==> config.mk <==
export PLATFORM = sky130hd
export DESIGN_NAME = sobel_oriented_edge
export DESIGN_NICKNAME = d
export VERILOG_FILES = /design/src/rtl/sobel_pkg.sv /design/src/rtl/sobel_grad3x3.sv /design/src/rtl/sobel_oriented_edge.sv
export SDC_FILE = /design/constraint.sdc
export NUM_CORES = 1
export LEC_CHECK = 0
export ABC_AREA = 1
export CAP_MARGIN = 20
export CELL_PAD_IN_SITES_DETAIL_PLACEMENT = 1
export CELL_PAD_IN_SITES_GLOBAL_PLACEMENT = 1
export CORE_MARGIN = 2
export CORE_UTILIZATION = 50
export DETAILED_ROUTE_END_ITERATION = 8
export PLACE_DENSITY_LB_ADDON = 0.1
export SKIP_CTS_REPAIR_TIMING = 1
export SLEW_MARGIN = 20
export SYNTH_ARGS = -nofsm -noshare
export SYNTH_HDL_FRONTEND = slang
export SYNTH_SLANG_ARGS = --single-unit
==> constraint.sdc <==
create_clock -name CLK -period 15.4 [get_ports CLK]
set_input_delay 4.62 -clock CLK [delete_from_list [all_inputs] [get_ports CLK]]
set_output_delay 4.62 -clock CLK [all_outputs]
set_load 0.02 [all_outputs]
==> src/rtl/sobel_pkg.sv <==
// Shared constants for the oriented Sobel engine: output modes, direction codes
// and the four 3x3 kernels (index k = row*3 + col).
package sobel_pkg;

  localparam logic [1:0] MODE_L2   = 2'd0;
  localparam logic [1:0] MODE_MAXO = 2'd1;
  localparam logic [1:0] MODE_GRAY = 2'd2;
  localparam logic [1:0] MODE_DIR  = 2'd3;

  localparam logic [1:0] DIR_0   = 2'd0;
  localparam logic [1:0] DIR_45  = 2'd1;
  localparam logic [1:0] DIR_90  = 2'd2;
  localparam logic [1:0] DIR_135 = 2'd3;

  typedef logic signed [2:0] coef_t;

  localparam coef_t K_G0 [9] = '{
    -3'sd1, 3'sd0, 3'sd1,
    -3'sd2, 3'sd0, 3'sd2,
    -3'sd1, 3'sd0, 3'sd1
  };

  localparam coef_t K_G45 [9] = '{
     3'sd0,  3'sd1, 3'sd2,
    -3'sd1,  3'sd0, 3'sd1,
    -3'sd2, -3'sd1, 3'sd0
  };

  localparam coef_t K_G90 [9] = '{
    -3'sd1, -3'sd2, -3'sd1,
     3'sd0,  3'sd0,  3'sd0,
     3'sd1,  3'sd2,  3'sd1
  };

  localparam coef_t K_G135 [9] = '{
    -3'sd2, -3'sd1, 3'sd0,
    -3'sd1,  3'sd0, 3'sd1,
     3'sd0,  3'sd1, 3'sd2
  };

endpackage

==> src/rtl/sobel_grad3x3.sv <==
// Combinational signed 3x3 dot product of an unsigned pixel window with one
// fixed Sobel kernel chosen by KSEL (a direction code).
module sobel_grad3x3
  import sobel_pkg::*;
#(
  parameter int         DW   = 8,
  parameter logic [1:0] KSEL = DIR_0
) (
  input  logic [9*DW-1:0]       win,
  output logic signed [DW+2:0]  grad
);

  localparam int GW = DW + 3;

  logic signed [GW-1:0] term [9];

  generate
    for (genvar gi = 0; gi < 9; gi++) begin : g_tap
      localparam coef_t COEF = (KSEL == DIR_0)  ? K_G0[gi]  :
                               (KSEL == DIR_45) ? K_G45[gi] :
                               (KSEL == DIR_90) ? K_G90[gi] : K_G135[gi];
      logic signed [GW-1:0] pix;
      logic signed [GW-1:0] coef_ext;
      // Zero-extend the pixel, sign-extend the coefficient; the final sum fits GW.
      assign pix      = signed'(GW'(win[gi*DW +: DW]));
      assign coef_ext = GW'(COEF);
      assign term[gi] = pix * coef_ext;
    end
  endgenerate

  always_comb begin
    grad = '0;
    for (int k = 0; k < 9; k++) begin
      grad = grad + term[k];
    end
  end

endmodule

==> src/rtl/sobel_oriented_edge.sv <==
// Three-stage, globally stalled Sobel engine with four orientations, mode-
// selectable output pixel and a per-frame edge-pixel counter.
module sobel_oriented_edge
  import sobel_pkg::*;
#(
  parameter int DW = 8,
  parameter int CW = 20
) (
  input  logic              CLK,
  input  logic              RST,
  input  logic              i_valid,
  output logic              i_ready,
  input  logic [9*DW-1:0]   i_data,
  input  logic              i_sof,
  input  logic [1:0]        i_mode,
  input  logic [2*DW+4:0]   i_threshold,
  output logic              o_valid,
  input  logic              o_ready,
  output logic [DW-1:0]     o_data,
  output logic [1:0]        o_dir,
  output logic              o_sof,
  output logic [CW-1:0]     o_edge_cnt
);

  localparam int GW = DW + 3;
  localparam int SW = 2*DW + 5;
  localparam int AW = DW + 2;
  localparam logic [CW-1:0] CNT_MAX = '1;

  logic ce;
  assign ce      = ~o_valid | o_ready;
  assign i_ready = ce;

  logic signed [GW-1:0] grad_c [4];

  generate
    for (genvar gi = 0; gi < 4; gi++) begin : g_kernel
      sobel_grad3x3 #(
        .DW   (DW),
        .KSEL (2'(gi))
      ) u_grad (
        .win  (i_data),
        .grad (grad_c[gi])
      );
    end
  endgenerate

  // Stage 1: gradients and captured sideband
  logic                 s1_valid_reg;
  logic signed [GW-1:0] s1_grad_reg [4];
  logic [1:0]           s1_mode_reg;
  logic [SW-1:0]        s1_thr_reg;
  logic                 s1_sof_reg;

  always_ff @(posedge CLK or negedge RST) begin
    if (!RST) begin
      s1_valid_reg <= 1'b0;
      for (int k = 0; k < 4; k++) s1_grad_reg[k] <= '0;
      s1_mode_reg  <= '0;
      s1_thr_reg   <= '0;
      s1_sof_reg   <= 1'b0;
    end else if (ce) begin
      s1_valid_reg <= i_valid;
      for (int k = 0; k < 4; k++) s1_grad_reg[k] <= grad_c[k];
      s1_mode_reg  <= i_mode;
      s1_thr_reg   <= i_threshold;
      s1_sof_reg   <= i_sof & i_valid;
    end
  end

  logic [AW-1:0] abs_c [4];

  always_comb begin
    for (int k = 0; k < 4; k++) begin
      abs_c[k] = s1_grad_reg[k][GW-1] ? AW'(-s1_grad_reg[k]) : AW'(s1_grad_reg[k]);
    end
  end

  // Stage 2: magnitudes and squares of the horizontal/vertical gradients
  logic          s2_valid_reg;
  logic [AW-1:0] s2_abs_reg [4];
  logic [SW-1:0] s2_sq0_reg;
  logic [SW-1:0] s2_sq90_reg;
  logic [1:0]    s2_mode_reg;
  logic [SW-1:0] s2_thr_reg;
  logic          s2_sof_reg;

  always_ff @(posedge CLK or negedge RST) begin
    if (!RST) begin
      s2_valid_reg <= 1'b0;
      for (int k = 0; k < 4; k++) s2_abs_reg[k] <= '0;
      s2_sq0_reg   <= '0;
      s2_sq90_reg  <= '0;
      s2_mode_reg  <= '0;
      s2_thr_reg   <= '0;
      s2_sof_reg   <= 1'b0;
    end else if (ce) begin
      s2_valid_reg <= s1_valid_reg;
      for (int k = 0; k < 4; k++) s2_abs_reg[k] <= abs_c[k];
      s2_sq0_reg   <= SW'(abs_c[0]) * SW'(abs_c[0]);
      s2_sq90_reg  <= SW'(abs_c[2]) * SW'(abs_c[2]);
      s2_mode_reg  <= s1_mode_reg;
      s2_thr_reg   <= s1_thr_reg;
      s2_sof_reg   <= s1_sof_reg;
    end
  end

  logic [SW-1:0] m2_c;
  logic [AW-1:0] best_c;
  logic [1:0]    dir_c;
  logic          edge_c;
  logic [DW-1:0] data_c;

  always_comb begin
    m2_c   = s2_sq0_reg + s2_sq90_reg;
    best_c = s2_abs_reg[0];
    dir_c  = DIR_0;
    // Strict compare so that ties keep the lowest direction code.
    for (int k = 1; k < 4; k++) begin
      if (s2_abs_reg[k] > best_c) begin
        best_c = s2_abs_reg[k];
        dir_c  = 2'(k);
      end
    end
    if (s2_mode_reg == MODE_L2) edge_c = (m2_c > s2_thr_reg);
    else                        edge_c = (SW'(best_c) > s2_thr_reg);
    case (s2_mode_reg)
      MODE_GRAY: data_c = (|best_c[AW-1:DW]) ? '1 : best_c[DW-1:0];
      MODE_DIR:  data_c = edge_c ? DW'(dir_c) : '0;
      default:   data_c = edge_c ? '1 : '0;
    endcase
  end

  // Stage 3: output register
  logic edge_reg;

  always_ff @(posedge CLK or negedge RST) begin
    if (!RST) begin
      o_valid  <= 1'b0;
      o_data   <= '0;
      o_dir    <= '0;
      o_sof    <= 1'b0;
      edge_reg <= 1'b0;
    end else if (ce) begin
      o_valid  <= s2_valid_reg;
      o_data   <= data_c;
      o_dir    <= dir_c;
      o_sof    <= s2_sof_reg;
      edge_reg <= edge_c;
    end
  end

  logic [CW-1:0] cnt_reg;
  assign o_edge_cnt = cnt_reg;

  always_ff @(posedge CLK or negedge RST) begin
    if (!RST) begin
      cnt_reg <= '0;
    end else if (o_valid && o_ready) begin
      if (o_sof)                     cnt_reg <= CW'(edge_reg);
      else if (cnt_reg != CNT_MAX)   cnt_reg <= cnt_reg + CW'(edge_reg);
    end
  end

endmodule

==> results.json <==
{
  "ys_seq_area_frac": 0.225,
  "first_pass_iters": 5,
  "htreeDepth": 1,
  "io_pins": 133,
  "hold_path.class": "flip-flop to flip-flop",
  "post_drt_wl_per_cell_um": 18.1,
  "hold_viol": 0,
  "required_ps": 10780,
  "ys_seq_elements": 201,
  "start_util": 0.506,
  "start_kind": "input port",
  "cp.arrival_ps": 6870,
  "tightest_slew_ps": 1040,
  "synth_cell_types": 55,
  "clock_latency_ps": 570,
  "wl_met2_um": 32700,
  "relSlewSlack": 0.307,
  "dp_hpwl_um": 53200,
  "finClkSkew_ps": 21.7,
  "grt-ovfl-total": 0,
  "synthArstFlopShare": 1.00,
  "drtIter0Drc": 1046,
  "track_usage": 0.292,
  "die_h_um": 215,
  "yosysWarningCount": 0,
  "met1Wirelength_um": 28400,
  "ys_top_cells_by_area": "dfrtp_1 (23%), fa_1 (19%), ha_1 (14%), nand2_1 (11%), inv_1 (8.9%)",
  "ant_nets": 0,
  "antenna_found_initial": 0,
  "rsz0062_at_grt": "false",
  "drive_above_1_share": 0.0384,
  "synthTopCellsByCount": "nand2_1 (664), inv_1 (531), ha_1 (249), fa_1 (209), dfrtp_1 (201)",
  "synth-edff-count": 0,
  "antenna_cells": 0,
  "clock_sinks": 201,
  "cp_max_fo": 105,
  "cts_inserted_buffers": 27,
  "period_needed_ps": 11490,
  "grt_pass1_wl_um": 109000,
  "synth_top_area_share": 0.225,
  "finalNetCount": 3509,
  "rows": 77,
  "setup_viol": 0,
  "maxUsedRoutingLayer": "met4",
  "cap_violations": 0,
  "syn_inst": 2845,
  "cts_tree": "built",
  "syn-num-nets": 3403,
  "vias": 19100,
  "io_buffers": 124,
  "worstSetupPathType": "input port to primary output",
  "largest_reg_flops": 43,
  "timing.fmax_mhz": 87.0,
  "wl_um": 64600,
  "synth_top_cell_by_area": "dfrtp_1",
  "maxSlewViolCount": 0,
  "yosysMostFrequentCell": "nand2_1",
  "syn_area_um2": 22300,
  "core_area_um2": 44100,
  "dr_wl_met3_um": 1690,
  "drcViolationCount": 0,
  "status": "finished clean",
  "finalSetupTns_ps": 0,
  "syn_to_final_growth_pct": 12.2,
  "syn_avg_cell_area_um2": 7.85,
  "grt_pass1_vias": 21600,
  "fp.dieW_um": 215,
  "clk_path_buf_depth": 3,
  "post-route-period-util": 0.746,
  "clock-root-buffer": "clkbuf_16",
  "clk_pin_slew_ps": 60,
  "ys.flop_type": "dfrtp_1",
  "grt_max_degree": 111,
  "whs_ps": 453,
  "routabilityCongestion": 0.878,
  "die_area_um2": 46400,
  "drt-vias-per-instance": 5.36,
  "critPathCaptureType": "primary output"
}
per-stage QoR:
stage          worst slack (ps)  area [um2]  instances  utilization
3_5_place_dp               3890       24200       3514        0.547
5_1_grt                    3790       25100       3560        0.568
2_1_floorplan              5210       22300       2845            -
6_report                   3910       25100       3560        0.568
3_3_place_gp               3920       24200       3514        0.547
4_1_cts                    3870       25100       3560        0.568
critical path, cell delays in order:
cell and delay [ps]:
clkdlybuf4s50_1 550, nor2_4 50, buf_4 270, inv_6 610, clkdlybuf4s50_1 740
cells in the final DEF, fill, tap and decap left out, types with 5 or more instances in the layout:
cell	count
a21o_1	5
a21oi_1	101
a31oi_1	16
and2_1	11
buf_4	6
clkbuf_1	6
clkbuf_16	27
clkdlybuf4s50_1	123
dfrtp_1	201
fa_1	209
ha_1	249
inv_1	531
inv_2	8
nand2_1	664
nand2_2	11
nand3_1	128
nand3_2	6
nand3b_1	17
nand4_1	28
nor2_1	190
nor2_2	6
nor3_1	28
nor4_1	10
o211ai_1	5
o21a_1	7
o21ai_0	169
o21bai_1	5
o22ai_1	12
o31ai_1	13
or2_2	12
xnor2_1	38
xor2_1	69
final timing paths:
check                                     from              to  slack, ps  cells after the start
worst max-delay path                   o_ready         i_ready       3910                      5
worst min-delay path              s2_valid_reg         o_valid        450                      2
worst max register to register  s2_abs_reg[38]       o_data[4]       8100                     42
worst min register to register    s2_valid_reg         o_valid        450                      2
max in group asynchronous                  RST  s2_abs_reg[19]       9300                      3
min in group asynchronous                  RST  o_edge_cnt[13]       4060                      1
per-layer routing:
layer / global-route usage / up-vias
li1: - / 9152
met1: 0.367 / 9571
met2: 0.536 / 259
met3: 0.0275 / 111
met4: 0.0763 / 0
met5: 0 / -
cell type report:
class / count / area (um2)
multi-input combinational: 2046 / 15000
tap: 592 / 741
fill: 5515 / 19100
timing repair buffer: 130 / 1290
clock inverter: 12 / 185
sequential: 201 / 5030
clock buffer: 34 / 712
inverter: 545 / 2050
logic make-up after synthesis:
kind of cell / Yosys count / share of synthesized area
buf+inv: 598 / 0.102
fa+ha+maj: 458 / 0.327
compound gates: 347 / 0.0852
flops: 201 / 0.225
xor+xnor: 108 / 0.0427
simple gates: 1133 / 0.219
Power is not shown: default switching activity piles up to over one toggle a cycle in this logic, so the estimate is an artifact.
